### src/rtl/sif_pkg.sv
// Shared types and widths for the X-side bus arbiter.
package sif_pkg;

    localparam int SIF_AW = 16;
    localparam int SIF_DW = 16;

    typedef enum logic [1:0] {
        IDLE    = 2'd0,
        ISSUE   = 2'd1,
        RD_WAIT = 2'd2
    } sif_state_e;

    typedef enum logic {
        RD = 1'b0,
        WR = 1'b1
    } sif_kind_e;

endpackage

### src/rtl/sif_rr_picker.sv
// Combinational round-robin picker: scans from ptr+1 upward (mod NREQ)
// and returns the first valid requester as a one-hot grant plus its index.
module sif_rr_picker #(
    parameter int NREQ = 4,
    parameter int IW   = 2
) (
    input  logic [NREQ-1:0] req_valid,
    input  logic [IW-1:0]   ptr,
    output logic [NREQ-1:0] grant,
    output logic [IW-1:0]   grant_idx,
    output logic            grant_any
);

    int          cand;
    logic [IW-1:0] cand_idx;

    // Modulo scan; the wrap from NREQ-1 back to 0 falls out of the modulo.
    always_comb begin
        grant     = '0;
        grant_idx = '0;
        grant_any = 1'b0;
        cand      = 0;
        cand_idx  = '0;
        for (int k = 1; k <= NREQ; k++) begin
            cand     = (int'(ptr) + k) % NREQ;
            cand_idx = IW'(cand);
            if (!grant_any && req_valid[cand_idx]) begin
                grant_any       = 1'b1;
                grant_idx       = cand_idx;
                grant[cand_idx] = 1'b1;
            end
        end
    end

endmodule

### src/rtl/sif_arbiter.sv
// Round-robin arbiter sharing one X-side bus between NREQ requesters.
// Every output is a flop; the X-side read data is captured RD_LAT cycles
// after the read-strobe cycle.
//
// state   | meaning
// --------+--------------------------------------------------------------
// IDLE    | waiting for a request; accepts one and pulses req_ready
// ISSUE   | request latched; next edge raises exactly one strobe
// RD_WAIT | strobe issued, down-counting until the read data capture
module sif_arbiter
    import sif_pkg::*;
#(
    parameter int NREQ   = 4,
    parameter int RD_LAT = 1
) (
    input  logic                   clk,
    input  logic                   rst_n,
    input  logic [NREQ-1:0]        req_valid,
    input  logic [NREQ-1:0]        req_wr,
    input  logic [NREQ*SIF_AW-1:0] req_addr,
    input  logic [NREQ*SIF_DW-1:0] req_data,
    output logic [NREQ-1:0]        req_ready,
    output logic [NREQ-1:0]        rsp_valid,
    output logic [SIF_DW-1:0]      rsp_data,
    output logic [SIF_AW-1:0]      xa_addr,
    output logic [SIF_DW-1:0]      xa_data_wr,
    output logic                   xa_wr_s,
    output logic                   xa_rd_s,
    input  logic [SIF_DW-1:0]      xa_data_rd,
    output logic                   busy
);

    localparam int IW = $clog2(NREQ);
    localparam int CW = 3;

    sif_state_e        state_q, state_d;
    sif_kind_e         kind_q, kind_d;
    logic [IW-1:0]     ptr_q, ptr_d;
    logic [IW-1:0]     idx_q, idx_d;
    logic [CW-1:0]     lat_q, lat_d;
    logic              rsp_pend_q, rsp_pend_d;
    logic [IW-1:0]     rsp_idx_q, rsp_idx_d;

    logic [NREQ-1:0]   rdy_d;
    logic [NREQ-1:0]   rsp_valid_d;
    logic [SIF_DW-1:0] rsp_data_d;
    logic [SIF_AW-1:0] addr_d;
    logic [SIF_DW-1:0] wdata_d;
    logic              wr_s_d, rd_s_d;

    logic [NREQ-1:0]   grant;
    logic [IW-1:0]     grant_idx;
    logic              grant_any;

    logic [SIF_AW-1:0] addr_arr  [NREQ];
    logic [SIF_DW-1:0] wdata_arr [NREQ];

    // Unpack the flat per-requester address/data buses.
    always_comb begin
        for (int i = 0; i < NREQ; i++) begin
            addr_arr[i]  = req_addr[SIF_AW*i +: SIF_AW];
            wdata_arr[i] = req_data[SIF_DW*i +: SIF_DW];
        end
    end

    sif_rr_picker #(
        .NREQ (NREQ),
        .IW   (IW)
    ) u_picker (
        .req_valid (req_valid),
        .ptr       (ptr_q),
        .grant     (grant),
        .grant_idx (grant_idx),
        .grant_any (grant_any)
    );

    // Next-state and next-output decode. The read capture runs one cycle
    // behind RD_WAIT so the FSM is back in IDLE while the data lands,
    // giving a 2+RD_LAT cycle read turnaround.
    always_comb begin
        state_d     = state_q;
        kind_d      = kind_q;
        ptr_d       = ptr_q;
        idx_d       = idx_q;
        lat_d       = lat_q;
        rsp_pend_d  = 1'b0;
        rsp_idx_d   = rsp_idx_q;
        rdy_d       = '0;
        rsp_valid_d = '0;
        rsp_data_d  = rsp_data;
        addr_d      = xa_addr;
        wdata_d     = xa_data_wr;
        wr_s_d      = 1'b0;
        rd_s_d      = 1'b0;

        if (rsp_pend_q) begin
            rsp_valid_d[rsp_idx_q] = 1'b1;
            rsp_data_d             = xa_data_rd;
        end

        unique case (state_q)
            IDLE: begin
                if (grant_any) begin
                    rdy_d   = grant;
                    idx_d   = grant_idx;
                    ptr_d   = grant_idx;
                    kind_d  = req_wr[grant_idx] ? WR : RD;
                    addr_d  = addr_arr[grant_idx];
                    wdata_d = wdata_arr[grant_idx];
                    state_d = ISSUE;
                end
            end
            ISSUE: begin
                if (kind_q == WR) begin
                    wr_s_d  = 1'b1;
                    state_d = IDLE;
                end else begin
                    rd_s_d  = 1'b1;
                    lat_d   = CW'(RD_LAT - 1);
                    state_d = RD_WAIT;
                end
            end
            RD_WAIT: begin
                if (lat_q == '0) begin
                    rsp_pend_d = 1'b1;
                    rsp_idx_d  = idx_q;
                    state_d    = IDLE;
                end else begin
                    lat_d = lat_q - 1'b1;
                end
            end
            default: state_d = IDLE;
        endcase
    end

    // State and output registers; reset aborts any transaction in flight.
    always_ff @(posedge clk or negedge rst_n) begin
        if (!rst_n) begin
            state_q    <= IDLE;
            kind_q     <= RD;
            ptr_q      <= IW'(NREQ - 1);
            idx_q      <= '0;
            lat_q      <= '0;
            rsp_pend_q <= 1'b0;
            rsp_idx_q  <= '0;
            req_ready  <= '0;
            rsp_valid  <= '0;
            rsp_data   <= '0;
            xa_addr    <= '0;
            xa_data_wr <= '0;
            xa_wr_s    <= 1'b0;
            xa_rd_s    <= 1'b0;
            busy       <= 1'b0;
        end else begin
            state_q    <= state_d;
            kind_q     <= kind_d;
            ptr_q      <= ptr_d;
            idx_q      <= idx_d;
            lat_q      <= lat_d;
            rsp_pend_q <= rsp_pend_d;
            rsp_idx_q  <= rsp_idx_d;
            req_ready  <= rdy_d;
            rsp_valid  <= rsp_valid_d;
            rsp_data   <= rsp_data_d;
            xa_addr    <= addr_d;
            xa_data_wr <= wdata_d;
            xa_wr_s    <= wr_s_d;
            xa_rd_s    <= rd_s_d;
            busy       <= (state_d != IDLE);
        end
    end

endmodule

### config.mk
export PLATFORM = sky130hd
export DESIGN_NAME = sif_arbiter
export DESIGN_NICKNAME = d
export VERILOG_FILES = /design/src/rtl/sif_pkg.sv /design/src/rtl/sif_rr_picker.sv /design/src/rtl/sif_arbiter.sv
export SDC_FILE = /design/constraint.sdc
export NUM_CORES = 1
export LEC_CHECK = 0
export ABC_AREA = 0
export CAP_MARGIN = 30
export CORE_MARGIN = 2
export CORE_UTILIZATION = 45
export CTS_CLUSTER_DIAMETER = 50
export DETAILED_ROUTE_END_ITERATION = 8
export GPL_TIMING_DRIVEN = 0
export HOLD_SLACK_MARGIN = 0.08
export PLACE_DENSITY = 0.87
export SLEW_MARGIN = 10
export SYNTH_ARGS = -nofsm -noshare
export SYNTH_HDL_FRONTEND = slang
export SYNTH_SLANG_ARGS = --single-unit
### constraint.sdc
create_clock -name clk -period 7.7 [get_ports clk]
set_clock_uncertainty 0.15 [all_clocks]
set_input_delay 1.54 -clock clk [delete_from_list [all_inputs] [get_ports clk]]
set_output_delay 1.54 -clock clk [all_outputs]
set_load 0.02 [all_outputs]
Word level (Yosys, flattened, before mapping)
Index checks and enable logic that the tools add are counted.
{ "classes": {"addsub": 5, "n_mul": 0, "n_div": 0, "magnitude_cmp": 12, "n_eq_ne": 4, "shift": 0, "n_mux": 55, "n_bitwise": 4, "n_reduce_logical": 18} }
{ "op_table": {"columns": ["op", "n"], "rows": [
  ["16-bit binary-select mux with 2-bit select", 2],
  ["16-bit 2-to-1 mux", 4],
  ["4-bit 2-to-1 mux", 7],
  ["1-bit 2-to-1 mux", 21],
  ["2-bit by 3-bit < comparator with 1-bit output, second input constant", 6],
  ["2-bit 2-to-1 mux", 7],
  ["4-bit bitwise OR", 3],
  ["1-bit binary-select mux with 2-bit select", 5],
  ["1-bit demux with 2-bit select", 5],
  ["2-bit by 1-bit >= comparator with 1-bit output, second input constant", 5],
  ["1-bit logical AND", 8],
  ["3-bit 2-to-1 mux", 2],
  ["2-bit one-hot mux with 3 select lines", 1],
  ["3-bit one-hot mux with 2 select lines", 1],
  ["2-bit by 1-bit adder with 2-bit output, second input constant", 2],
  ["2-bit adder, second input constant", 2],
  ["2-bit != test, second input constant", 2],
  ["2-bit AND reduction", 2],
  ["2-bit nonzero test", 2],
  ["3-bit >= comparator, second input constant", 1],
  ["1-bit zero test", 3],
  ["3-bit zero test", 1],
  ["2-bit NOT with 3-bit output", 1],
  ["3-bit AND reduction", 1],
  ["other kinds (4)", 4]
]} }
{ "totals": {"ff_bits": 72, "latch_bits": 0, "mem_bits_rw": 0, "romBits": 0, "input_bits": 154, "out_inout_bits": 59, "word_cells": 113, "mem_count": 0} }

Longest topological paths before layout
Gate-level depths: netlist (run 1).
{ "depth": {"ltp_word": 17, "ltp_mapped": 12} }

By module
From an unflattened synthesis (run 1), not the netlist that was laid out.
{ "unflattened": {"cells_unflattened": 369, "hier_area_um2": 4294.1} }
{ "modules_own_cells": {"columns": ["module", "n_inst", "cells_per_inst", "area_each_um2", "seq_area_each_um2"], "rows": [
  ["sif_arbiter", 1, 283, 3664.8, 1804.2],
  ["sif_rr_picker", 1, 86, 629.4, 0.0]
]} }

Least setup slack after synthesis (run 1)
OpenSTA, ideal clock, no wires.
{ "synth_path": {"path_kind": "input to register", "start": "in req_valid[1]", "end": "reg xa_addr[0]", "arrival_time_ns": 3.339, "setup_slack_ns": 4.076, "stages": 9, "n_path_buf": 3, "cell_sequence": "buf_2 -> mux4_2 -> o21bai_1 -> a21o_1 -> buf_4 -> buf_6 -> and3_1 -> a211oi_2 -> o31ai_1"} }
{ "synth_via": {"elab_chain_len": 16} }
{ "synth_lines": {"columns": ["item", "line_no", "text"], "rows": [
  ["start, declared", "sif_arbiter.sv:18", "input logic [NREQ-1:0] req_valid,"],
  ["1-bit binary-select mux with 2-bit select", "sif_rr_picker.sv:27", "if (!grant_any && req_valid[cand_idx]) begin"],
  ["1-bit 2-to-1 mux (not written as such)", "sif_rr_picker.sv:27", null],
  ["1-bit 2-to-1 mux", "sif_rr_picker.sv:27", null],
  ["1-bit zero test", "sif_rr_picker.sv:27", null],
  ["1-bit logical AND", "sif_rr_picker.sv:27", null],
  ["1-bit 2-to-1 mux", "sif_rr_picker.sv:27", null],
  ["1-bit zero test", "sif_rr_picker.sv:27", null],
  ["1-bit logical AND", "sif_rr_picker.sv:27", null],
  ["1-bit 2-to-1 mux", "sif_rr_picker.sv:27", null],
  ["1-bit zero test", "sif_rr_picker.sv:27", null],
  ["1-bit logical AND", "sif_rr_picker.sv:27", null],
  ["2-bit 2-to-1 mux", "sif_rr_picker.sv:27", null],
  ["2-bit NOT with 3-bit output (not written as such)", "sif_arbiter.sv:108", "addr_d = addr_arr[grant_idx];"],
  ["16-bit binary-select mux with 2-bit select", "sif_arbiter.sv:108", null],
  ["16-bit 2-to-1 mux (not written as such) (2 in series)", "sif_arbiter.sv:108", null],
  ["end signal, assigned", "sif_arbiter.sv:165", "xa_addr <= addr_d;"],
  ["end, declared", "sif_arbiter.sv:25", "output logic [SIF_AW-1:0] xa_addr,"]
]} }
Several ways; a longest one is shown, not always the timed one. The select of a mux whose other input is x is not followed.
A chain may end at the register's enable or synchronous reset.

Worst setup path in the final report (run 1)
{ "layout_path": {"start": "in req_valid[3]", "end": "reg xa_data_wr[13]"} }
{ "layout_via": {"elab_chain_len": 16} }
{ "layout_lines": {"columns": ["item", "line_no", "text"], "rows": [
  ["1-bit binary-select mux with 2-bit select", "sif_rr_picker.sv:27", null],
  ["1-bit 2-to-1 mux (not written as such)", "sif_rr_picker.sv:27", null],
  ["1-bit 2-to-1 mux", "sif_rr_picker.sv:27", null],
  ["1-bit zero test", "sif_rr_picker.sv:27", null],
  ["1-bit logical AND", "sif_rr_picker.sv:27", null],
  ["1-bit 2-to-1 mux", "sif_rr_picker.sv:27", null],
  ["1-bit zero test", "sif_rr_picker.sv:27", null],
  ["1-bit logical AND", "sif_rr_picker.sv:27", null],
  ["1-bit 2-to-1 mux", "sif_rr_picker.sv:27", null],
  ["1-bit zero test", "sif_rr_picker.sv:27", null],
  ["1-bit logical AND", "sif_rr_picker.sv:27", null],
  ["2-bit 2-to-1 mux", "sif_rr_picker.sv:27", null],
  ["2-bit NOT with 3-bit output (not written as such)", "sif_arbiter.sv:109", "wdata_d = wdata_arr[grant_idx];"],
  ["16-bit binary-select mux with 2-bit select", "sif_arbiter.sv:109", null],
  ["16-bit 2-to-1 mux (not written as such) (2 in series)", "sif_arbiter.sv:109", null],
  ["end signal, assigned", "sif_arbiter.sv:166", "xa_data_wr <= wdata_d;"],
  ["end, declared", "sif_arbiter.sv:26", "output logic [SIF_DW-1:0] xa_data_wr,"]
]} }
Several ways; a longest one is shown, not always the timed one. The select of a mux whose other input is x is not followed.

==> impl_metrics.py, run 1 <==
metrics = {
    "outcome": {
        "status": "completed",
    },
    "logic_synthesis": {
        "netlist_instances": 425,
        "synth.area.top_cells": "dfrtp_1 (40%), and3_1 (9.8%), a211oi_2 (8.2%), a211oi_1 (6.3%), o31ai_1 (5.8%)",
        "ys_ff_latch": 72,
        "ys_types": 45,
        "synth-seq-area-share_pct": 40.8,
        "syn_nets": 589,
        "synth_edf_count": 0,
        "netlist_area_um2": 4420,
        "synthFlopType": "dfrtp_1",
        "yosysMostFrequentCell": "dfrtp_1",
        "avgSynthCellArea_um2": 10.4,
        "ys.warnings.count": 0,
        "synth_top_area_share_pct": 39.6,
        "yosysTopAreaCell": "dfrtp_1",
        "async_reset_ff_share_pct": 100,
        "synthTopCellsByCount": "dfrtp_1 (70), and3_1 (69), a211oi_1 (37)",
    },
    "timing": {
        "setup_tns_ns": 0,
        "rsz0062_at_grt": "false",
        "fmax_mhz": 241,
        "slew_viol_final": 0,
        "fin_crit_sh_pct": 53.9,
        "fin_ws_ns": 3.55,
        "period_minus_slack_ns": 4.15,
        "worstMarginPinSlew_ns": 0.884,
        "hold_violations": 0,
        "relSlewSlack_pct": 41.1,
        "finalSetupViolCount": 0,
    },
    "critical_path": {
        "crit_arrival_ns": 4.20,
        "cp-start-kind": "input port",
        "required_ns": 7.75,
        "rr_startpoint": "ptr_q[0]",
        "cp_max_fo": 10,
        "timing.rr.end": "xa_data_wr[13]",
        "rr_worst_depth": 11,
        "cp-end-kind": "flop",
        "crit_type": "in -> reg",
        "reg2reg_slack_ns": 3.85,
    },
    "layout": {
        "fill_cells": 747,
        "stdcell_count": 786,
        "drive_above_1_share_pct": 15.3,
        "fin_util_pct": 71.9,
        "num-nets-final": 812,
        "antenna_cells": 0,
        "syn_to_final_growth_pct": 56.7,
        "final_area_um2": 6930,
    },
    "placed_design": {
        "port_buffers": 211,
        "dp.cells": 770,
        "gp_congestion": 0.900,
        "dp_hpwl_um": 11300,
        "dp_slack_ns": 3.22,
        "post_dp_cell_area_um2": 6730,
    },
    "drt": {
        "ant_nets": 0,
        "viasPerCell": 5.59,
        "firstDrtPassIters": 4,
        "wirelength_um": 14400,
        "first_iter_violations": 161,
        "vias": 4396,
        "wl_per_cell_um": 18.4,
        "drc": 0,
    },
    "die": {
        "die_y_um": 103,
        "die-width_um": 103,
        "initial_core_util_pct": 45.9,
        "die-area_um2": 10600,
        "coreArea_um2": 9640,
        "num_rows": 36,
        "num_io_pins": 213,
    },
    "power": {
        "ir_drop_mv": 0.335,
        "power.density_nw_per_um2": 460,
        "p_leak_nw": 2.92,
    },
    "clock_tree": {
        "ctsResizeCount": 0,
        "post_cts_buffers": 0,
        "clk_pin_slew_ns": 0.08,
        "clockBufferDepth": 2,
        "cts.sinks": 72,
        "clk_latency_ns": 0.34,
        "cts_made_buffers": 9,
        "ctsHtreeMaxLevel": 3,
        "tritoncts": "built",
        "cts-root-buf": "clkbuf_8",
        "cts_hold_buf": 0,
    },
    "grt": {
        "grt_pass1_wl_um": 21700,
        "antenna_found_initial": 0,
        "grt_pass1_vias": 4383,
        "globalRouteTotalUtil_pct": 26.7,
        "grt_overflow_total": 0,
        "grt_max_degree": 48,
    },
    "hold_path": {
        "hold_class": "reg -> reg",
        "holdPathEnd": "xa_data_wr[8]",
        "whs_path_depth": 2,
        "min_from": "xa_data_wr[8]",
    },
    "job": {
        "cap_violations": 0,
    },
}
-- per-stage QoR --
step                hold slack (ns)  power, W
global placement              0.310   0.00279
detailed placement            0.315   0.00287
CTS                           0.334   0.00319
finish                        0.334   0.00319
floorplan                     0.295   0.00211
global route                  0.361   0.00339
-- kinds of logic (layout without fill, tap and decap cells) --
family / after synthesis / count (layout) / share of synthesized area [%]
simple gates: 138 / 138 / 17.1
compound gates: 129 / 129 / 25.1
flops: 72 / 72 / 40.8
buf+inv: 48 / 276 / 6.36
mux: 28 / 28 / 7.83
fa+ha+maj: 10 / 10 / 2.83
-- routing by layer --
metal	up-vias	track usage [%]	wire length [um]
met5	-	0	0
met4	0	10.5	372
met3	33	6.58	1230
met2	231	47.7	7320
met1	2070	30.5	5520
li1	2062	-	-
-- critical path, stage by stage --
cell and delay [ns]:
clkdlybuf4s50_1 0.42, buf_2 0.18, mux4_2 0.50, nor2b_4 0.17, or3_4 0.38, clkbuf_1 0.26, and3_1 0.23, a211oi_1 0.39
o31ai_1 0.12
-- cell type report --
| cell class | count | area, um^2 | area share (%) |
|---|---|---|---|
| inverter | 6 | 22.5 | 0.325 |
| multi-input combinational | 305 | 2340 | 33.7 |
| buffer | 42 | 259 | 3.74 |
| clock buffer | 10 | 138 | 1.99 |
| sequential | 72 | 1800 | 26.0 |
| clock inverter | 6 | 67.6 | 0.975 |
| tap | 133 | 166 | 2.40 |
| timing repair buffer | 212 | 2140 | 30.8 |
-- layout by cell type (no fill, tap or decap), types with 2 or more instances in the layout --
master	count
a211oi_1	37
dfrtp_1	70
clkbuf_1	16
and3b_1	2
and3_1	69
mux2i_1	4
o32a_1	2
a22oi_1	4
buf_2	12
inv_1	5
dfstp_2	2
buf_1	2
clkbuf_8	10
buf_6	11
nor2_1	17
mux2_2	18
a21oi_1	7
a221oi_1	4
o31ai_1	34
a21o_1	4
ha_1	10
nand2_1	36
mux4_2	3
nor3b_1	2
a211oi_2	29
clkinvlp_4	2
nand2b_1	3
mux2_1	2
o21bai_1	2
buf_4	2
clkdlybuf4s50_1	210
-- flip-flops by register name (all words and copies together) (netlist names) --
signal / flops
xa_wr_s: 1
rsp_idx_q: 2
idx_q: 2
rsp_data: 16
req_ready: 4
xa_data_wr: 16
xa_addr: 16
lat_q: 3
rsp_pend_q: 1
state_q: 2
kind_q: 1
busy: 1
ptr_q: 2
xa_rd_s: 1
rsp_valid: 4
-- where the power goes --
group	internal [W]	switching, W	total, W	leakage [nW]
logic	0.000976	0.00123	0.00221	1.93
registers	0.000562	0.000105	0.000667	0.888
clock network	0.000160	0.000153	0.000313	0.0989
-- worst max path at each step --
| stage | from | end | slack (ns) | cells after the start |
|---|---|---|---|---|
| global route | req_valid[3] | xa_data_wr[13] | 3.40 | 9 |
| CTS | req_valid[3] | xa_data_wr[13] | 3.57 | 9 |
| detailed placement | req_valid[3] | xa_data_wr[13] | 3.22 | 9 |
| floorplan | req_valid[1] | xa_addr[0] | 4.08 | 9 |
| global placement | rst_n | xa_addr[12] | 2.61 | 1 |
| finish | req_valid[3] | xa_data_wr[13] | 3.55 | 9 |
No activity file was read; power rests on OpenSTA's default activity.
==> inputs of run 2 (changes only) <==
Settings changed: CORE_UTILIZATION 45 to 37, PLACE_DENSITY 0.87 to 0.77.
Clock period 7.7 ns to 3.4 ns, I/O delays scaled along.
==> impl_metrics.py, run 2 (same netlist as run 1, synthesis figures left out) <==
metrics = {
    "outcome": {
        "status": "completed",
    },
    "grt": {
        "grt_overflow_total": 0,
        "grt_pass1_vias": 4552,
        "grt_pass1_wl_um": 23500,
        "antenna_found_initial": 0,
        "grt_max_degree": 63,
        "globalRouteTotalUtil_pct": 23.6,
    },
    "layout": {
        "regArea_um2": 1800,
        "antenna_cells": 0,
        "num-nets-final": 818,
        "fin_util_pct": 62.5,
        "syn_to_final_growth_pct": 63.4,
        "layout_common_cells": "clkdlybuf4s50_1 (210), dfrtp_1 (70), and3_1 (69)",
        "top_regs": "rsp_data x16, xa_addr x16, xa_data_wr x16",
        "drive_above_1_share_pct": 18.1,
        "multi_input_area_um2": 2420,
        "final_common_cell": "clkdlybuf4s50_1",
        "fill_cells": 974,
    },
    "timing": {
        "fin_crit_sh_pct": 96.2,
        "period_minus_slack_ns": 3.27,
        "whs_ns": 0.327,
        "fmax_mhz": 306,
        "rsz0062_at_grt": "false",
        "relSlewSlack_pct": 50.6,
        "worstMarginPinSlew_ns": 0.731,
        "slew_viol_final": 0,
        "hold_violations": 0,
        "finalSetupViolCount": 0,
    },
    "die": {
        "die-area_um2": 12800,
        "coreArea_um2": 11600,
        "num_io_pins": 213,
        "num_rows": 39,
        "die_y_um": 113,
        "die-width_um": 113,
        "initial_core_util_pct": 38.3,
    },
    "drt": {
        "firstDrtPassIters": 4,
        "ant_nets": 0,
        "viasPerCell": 5.54,
        "drc": 0,
        "wl_per_cell_um": 19.2,
        "vias": 4445,
        "wirelength_um": 15400,
        "first_iter_violations": 208,
    },
    "placed_design": {
        "dp_hpwl_um": 11700,
        "port_buffers": 211,
        "gp_congestion": 0.872,
    },
    "critical_path": {
        "path_cells": "buf_4, inv_4, ha_1, buf_6, mux2_1, and3_1, o32a_1, a21o_4, buf_4, a211oi_2, o31ai_2",
        "crit_arrival_ns": 3.33,
        "required_ns": 3.46,
        "critical-path-max-stage-delay_ns": 0.54,
        "cp_slowest_cell": "dfstp_2",
        "cp-end-kind": "flop",
        "cp_common_cell": "buf_4",
        "cp-start-kind": "flop",
        "crit_type": "reg -> reg",
        "cp_max_fo": 10,
    },
    "clock_tree": {
        "tritoncts": "built",
        "clockBufferDepth": 2,
        "clk_latency_ns": 0.34,
        "cts.sinks": 72,
        "ctsHtreeMaxLevel": 3,
        "clk_pin_slew_ns": 0.06,
        "cts-root-buf": "clkbuf_16",
        "cts_made_buffers": 9,
    },
    "power": {
        "power.density_nw_per_um2": 1080,
        "p_leak_nw": 3.04,
        "ir_drop_mv": 0.492,
    },
    "job": {
        "cap_violations": 0,
    },
    "hold_path": {
        "hold_class": "reg -> reg",
    },
}
-- run 2: cell types whose count changed in the layout (fill, tap and decap cells not counted), sizes merged --
| cell | change |
|---|---|
| buf | +6 |
| clkinv | +1 |
| clkinvlp | -1 |
| dlygate4sd3 | +1 |
| inv | -1 |
-- run 2: layout make-up --
cell class | count | share of cell area, %
clock inverters | 5 | 0.779
multi-input cells | 305 | 33.4
plain buffers | 41 | 4.15
flip-flops and latches | 72 | 25.0
inverters | 6 | 0.346
clock buffers | 11 | 3.36
well taps | 143 | 2.47
repair buffers | 219 | 30.5
-- run 2: repair_timing --
action                                 in CTS  in global routing
setup endpoints to repair                  35                 33
pin swaps                                   1                  3
resized for setup                          18                 21
buffers inserted                            2                  3
endpoints found under the hold margin      10                  0
gates cloned                                0                  1
hold buffers                                1                  0
-- run 2: worst paths after layout --
path                        startpoint  slack, ns  depth (start not counted)     endpoint
setup / recovery              ptr_q[0]       0.13                         11  xa_addr[12]
hold reg to reg            xa_addr[11]       0.33                          2  xa_addr[11]
min in group asynchronous        rst_n       0.59                          2   xa_addr[0]
max in group asynchronous        rst_n       1.95                          3     ptr_q[0]
setup reg to reg              ptr_q[0]       0.13                         11  xa_addr[12]
hold / removal             xa_addr[11]       0.33                          2  xa_addr[11]
-- run 2: critical path: cells and delay by family, from the launching register on --
kind | cells | cell delay (ns)
buffers and inverters | 4 | 0.63
AOI/OAI and AO/OA | 4 | 0.97
DFF | 1 | 0.54
and+or+nand+nor | 1 | 0.19
adders and majority gates | 1 | 0.30
muxes | 1 | 0.35
-- run 2: through the flow --
step | worst slack, ns | instances | area, um^2 | power (W) | TNS (ns)
after CTS | 0.00926 | 798 | 7110 | 0.00761 | 0
after global placement | -0.896 | 779 | 6720 | 0.00635 | -69.28
final | 0.128 | 802 | 7230 | 0.00783 | 0
after global routing | 0.00362 | 802 | 7230 | 0.00831 | 0
after detailed placement | -0.384 | 780 | 6740 | 0.00652 | -9.75
after floorplan | 0.163 | 425 | 4420 | 0.00477 | 0
-- run 2: report_power, final --
| part | switching [W] | leakage (nW) | internal, W | total, W |
|---|---|---|---|---|
| Clock | 0.000362 | 0.145 | 0.000586 | 0.000949 |
| Sequential | 0.000231 | 0.888 | 0.00128 | 0.00151 |
| Combinational | 0.00291 | 2.00 | 0.00247 | 0.00538 |
-- run 2: per-layer routing --
| layer | GRT usage [%] | wire (um) |
|---|---|---|
| met1 | 27.3 | 6050 |
| met5 | 0 | 0 |
| met4 | 10.4 | 431 |
| met3 | 5.14 | 1090 |
| met2 | 42.0 | 7840 |
==> inputs of run 3 (changes only) <==
Settings changed: SLEW_MARGIN 10 to default.
==> impl_metrics.py, run 3 (same netlist as run 1, synthesis figures left out) <==
metrics = {
    "power": {
        "finalPower_w": 0.00773,
        "p_leak_nw": 2.98,
        "power.density_nw_per_um2": 1080,
        "ir_drop_mv": 0.612,
    },
    "layout": {
        "top_regs": "rsp_data x16, xa_addr x16, xa_data_wr x16",
        "syn_to_final_growth_pct": 61.6,
        "regArea_um2": 1800,
        "multi_input_area_um2": 2420,
        "drive_above_1_share_pct": 17.6,
        "layout_common_cells": "clkdlybuf4s50_1 (210), dfrtp_1 (70), and3_1 (69)",
        "antenna_cells": 0,
        "fill_cells": 999,
        "final_common_cell": "clkdlybuf4s50_1",
        "final_area_um2": 7150,
        "num-nets-final": 812,
        "fin_util_pct": 61.8,
    },
    "timing": {
        "rsz0062_at_grt": "false",
        "hold_violations": 0,
        "period_minus_slack_ns": 3.24,
        "fmax_mhz": 308,
        "setup_tns_ns": 0,
        "slew_viol_final": 0,
        "relSlewSlack_pct": 40.2,
        "finalSetupViolCount": 0,
        "fin_crit_sh_pct": 95.4,
        "worstMarginPinSlew_ns": 0.898,
    },
    "critical_path": {
        "cp-start-kind": "flop",
        "crit_type": "reg -> reg",
        "cp-end-kind": "flop",
        "cp_max_fo": 10,
        "crit_arrival_ns": 3.29,
        "required_ns": 3.44,
    },
    "clock_tree": {
        "clockBufferDepth": 2,
        "tritoncts": "built",
        "clk_pin_slew_ns": 0.06,
        "cts_made_buffers": 9,
        "clk_latency_ns": 0.33,
        "ctsHtreeMaxLevel": 3,
        "cts-root-buf": "clkbuf_16",
        "cts_hold_buf": 0,
        "cts.sinks": 72,
    },
    "drt": {
        "firstDrtPassIters": 4,
        "ant_nets": 0,
        "wl_per_cell_um": 18.9,
        "drc": 0,
        "vias": 4399,
        "first_iter_violations": 247,
        "viasPerCell": 5.53,
        "wirelength_um": 15100,
    },
    "placed_design": {
        "post_dp_cell_area_um2": 6710,
        "dp_hpwl_um": 11600,
        "gp_congestion": 0.872,
        "port_buffers": 211,
    },
    "grt": {
        "globalRouteTotalUtil_pct": 23.3,
        "grt_pass1_wl_um": 23600,
        "grt_overflow_total": 0,
        "grt_pass1_vias": 4609,
        "antenna_found_initial": 0,
        "grt_max_degree": 73,
    },
    "die": {
        "initial_core_util_pct": 38.3,
        "die_y_um": 113,
        "num_io_pins": 213,
        "num_rows": 39,
        "die-width_um": 113,
        "coreArea_um2": 11600,
        "die-area_um2": 12800,
    },
    "hold_path": {
        "hold_class": "in -> async",
    },
    "job": {
        "cap_violations": 0,
    },
    "outcome": {
        "status": "completed",
    },
}
## run 3: changes by cell type in the layout (fill, tap and decap cells not counted), sizes merged
cell,before,now
clkbuf,26,25
clkinv,3,1
buf,34,28
inv,6,8
dlygate4sd3,1,0
clkinvlp,1,3
## run 3: final timing paths
| path | from | endpoint | slack (ns) | cells past startpoint |
|---|---|---|---|---|
| min | rst_n | rsp_data[11] | 0.33 | 1 |
| max in group asynchronous | rst_n | xa_addr[4] | 2.19 | 1 |
| min in group clk | xa_addr[11] | xa_addr[11] | 0.33 | 2 |
| max | ptr_q[0] | xa_addr[12] | 0.16 | 11 |
| max reg2reg | ptr_q[0] | xa_addr[12] | 0.16 | 11 |
| min reg2reg | xa_addr[11] | xa_addr[11] | 0.33 | 2 |
## run 3: worst max-delay path, stage by stage (launching register included)
cell	delay, ns
dfstp_2	0.54
buf_4	0.18
inv_4	0.09
ha_1	0.30
buf_6	0.14
mux2_1	0.34
and3_1	0.19
o32a_1	0.40
a21o_4	0.27
buf_4	0.21
a211oi_4	0.19
o31ai_2	0.09
## run 3: repair_timing
item	CTS	global route
gates resized for setup	22	11
pin swaps	1	2
endpoints found under the setup margin	35	33
buffers inserted	2	0
## run 3: metal layers
metal  vias up  wire (um)  GRT usage (%)
li1       2062          -              -
met1      2104       5990           27.4
met2       201       7570           41.2
met3        32       1040           4.98
met4         0        480           9.67
met5         -          0              0
## run 3: layout make-up
cell class	count	area share (%)
multi-input combinational	305	33.9
timing repair buffer	213	29.7
sequential	72	25.2
buffer	41	4.03
clock buffer	9	3.15
tap	143	2.50
clock inverter	7	1.10
inverter	6	0.350
## run 3: per-stage QoR
step | setup WS [ns] | hold slack, ns | instances
floorplan | 0.163 | 0.234 | 425
global placement | -0.896 | 0.311 | 779
detailed placement | -0.400 | 0.315 | 779
CTS | 0.0157 | 0.329 | 797
global route | 0.00892 | 0.345 | 796
finish | 0.157 | 0.325 | 796
## run 3: where the power goes
part	switching (W)	total, W	leakage [nW]	internal [W]
clock	0.000381	0.000955	0.139	0.000574
combinational	0.00287	0.00525	1.96	0.00238
sequential	0.000247	0.00152	0.888	0.00128
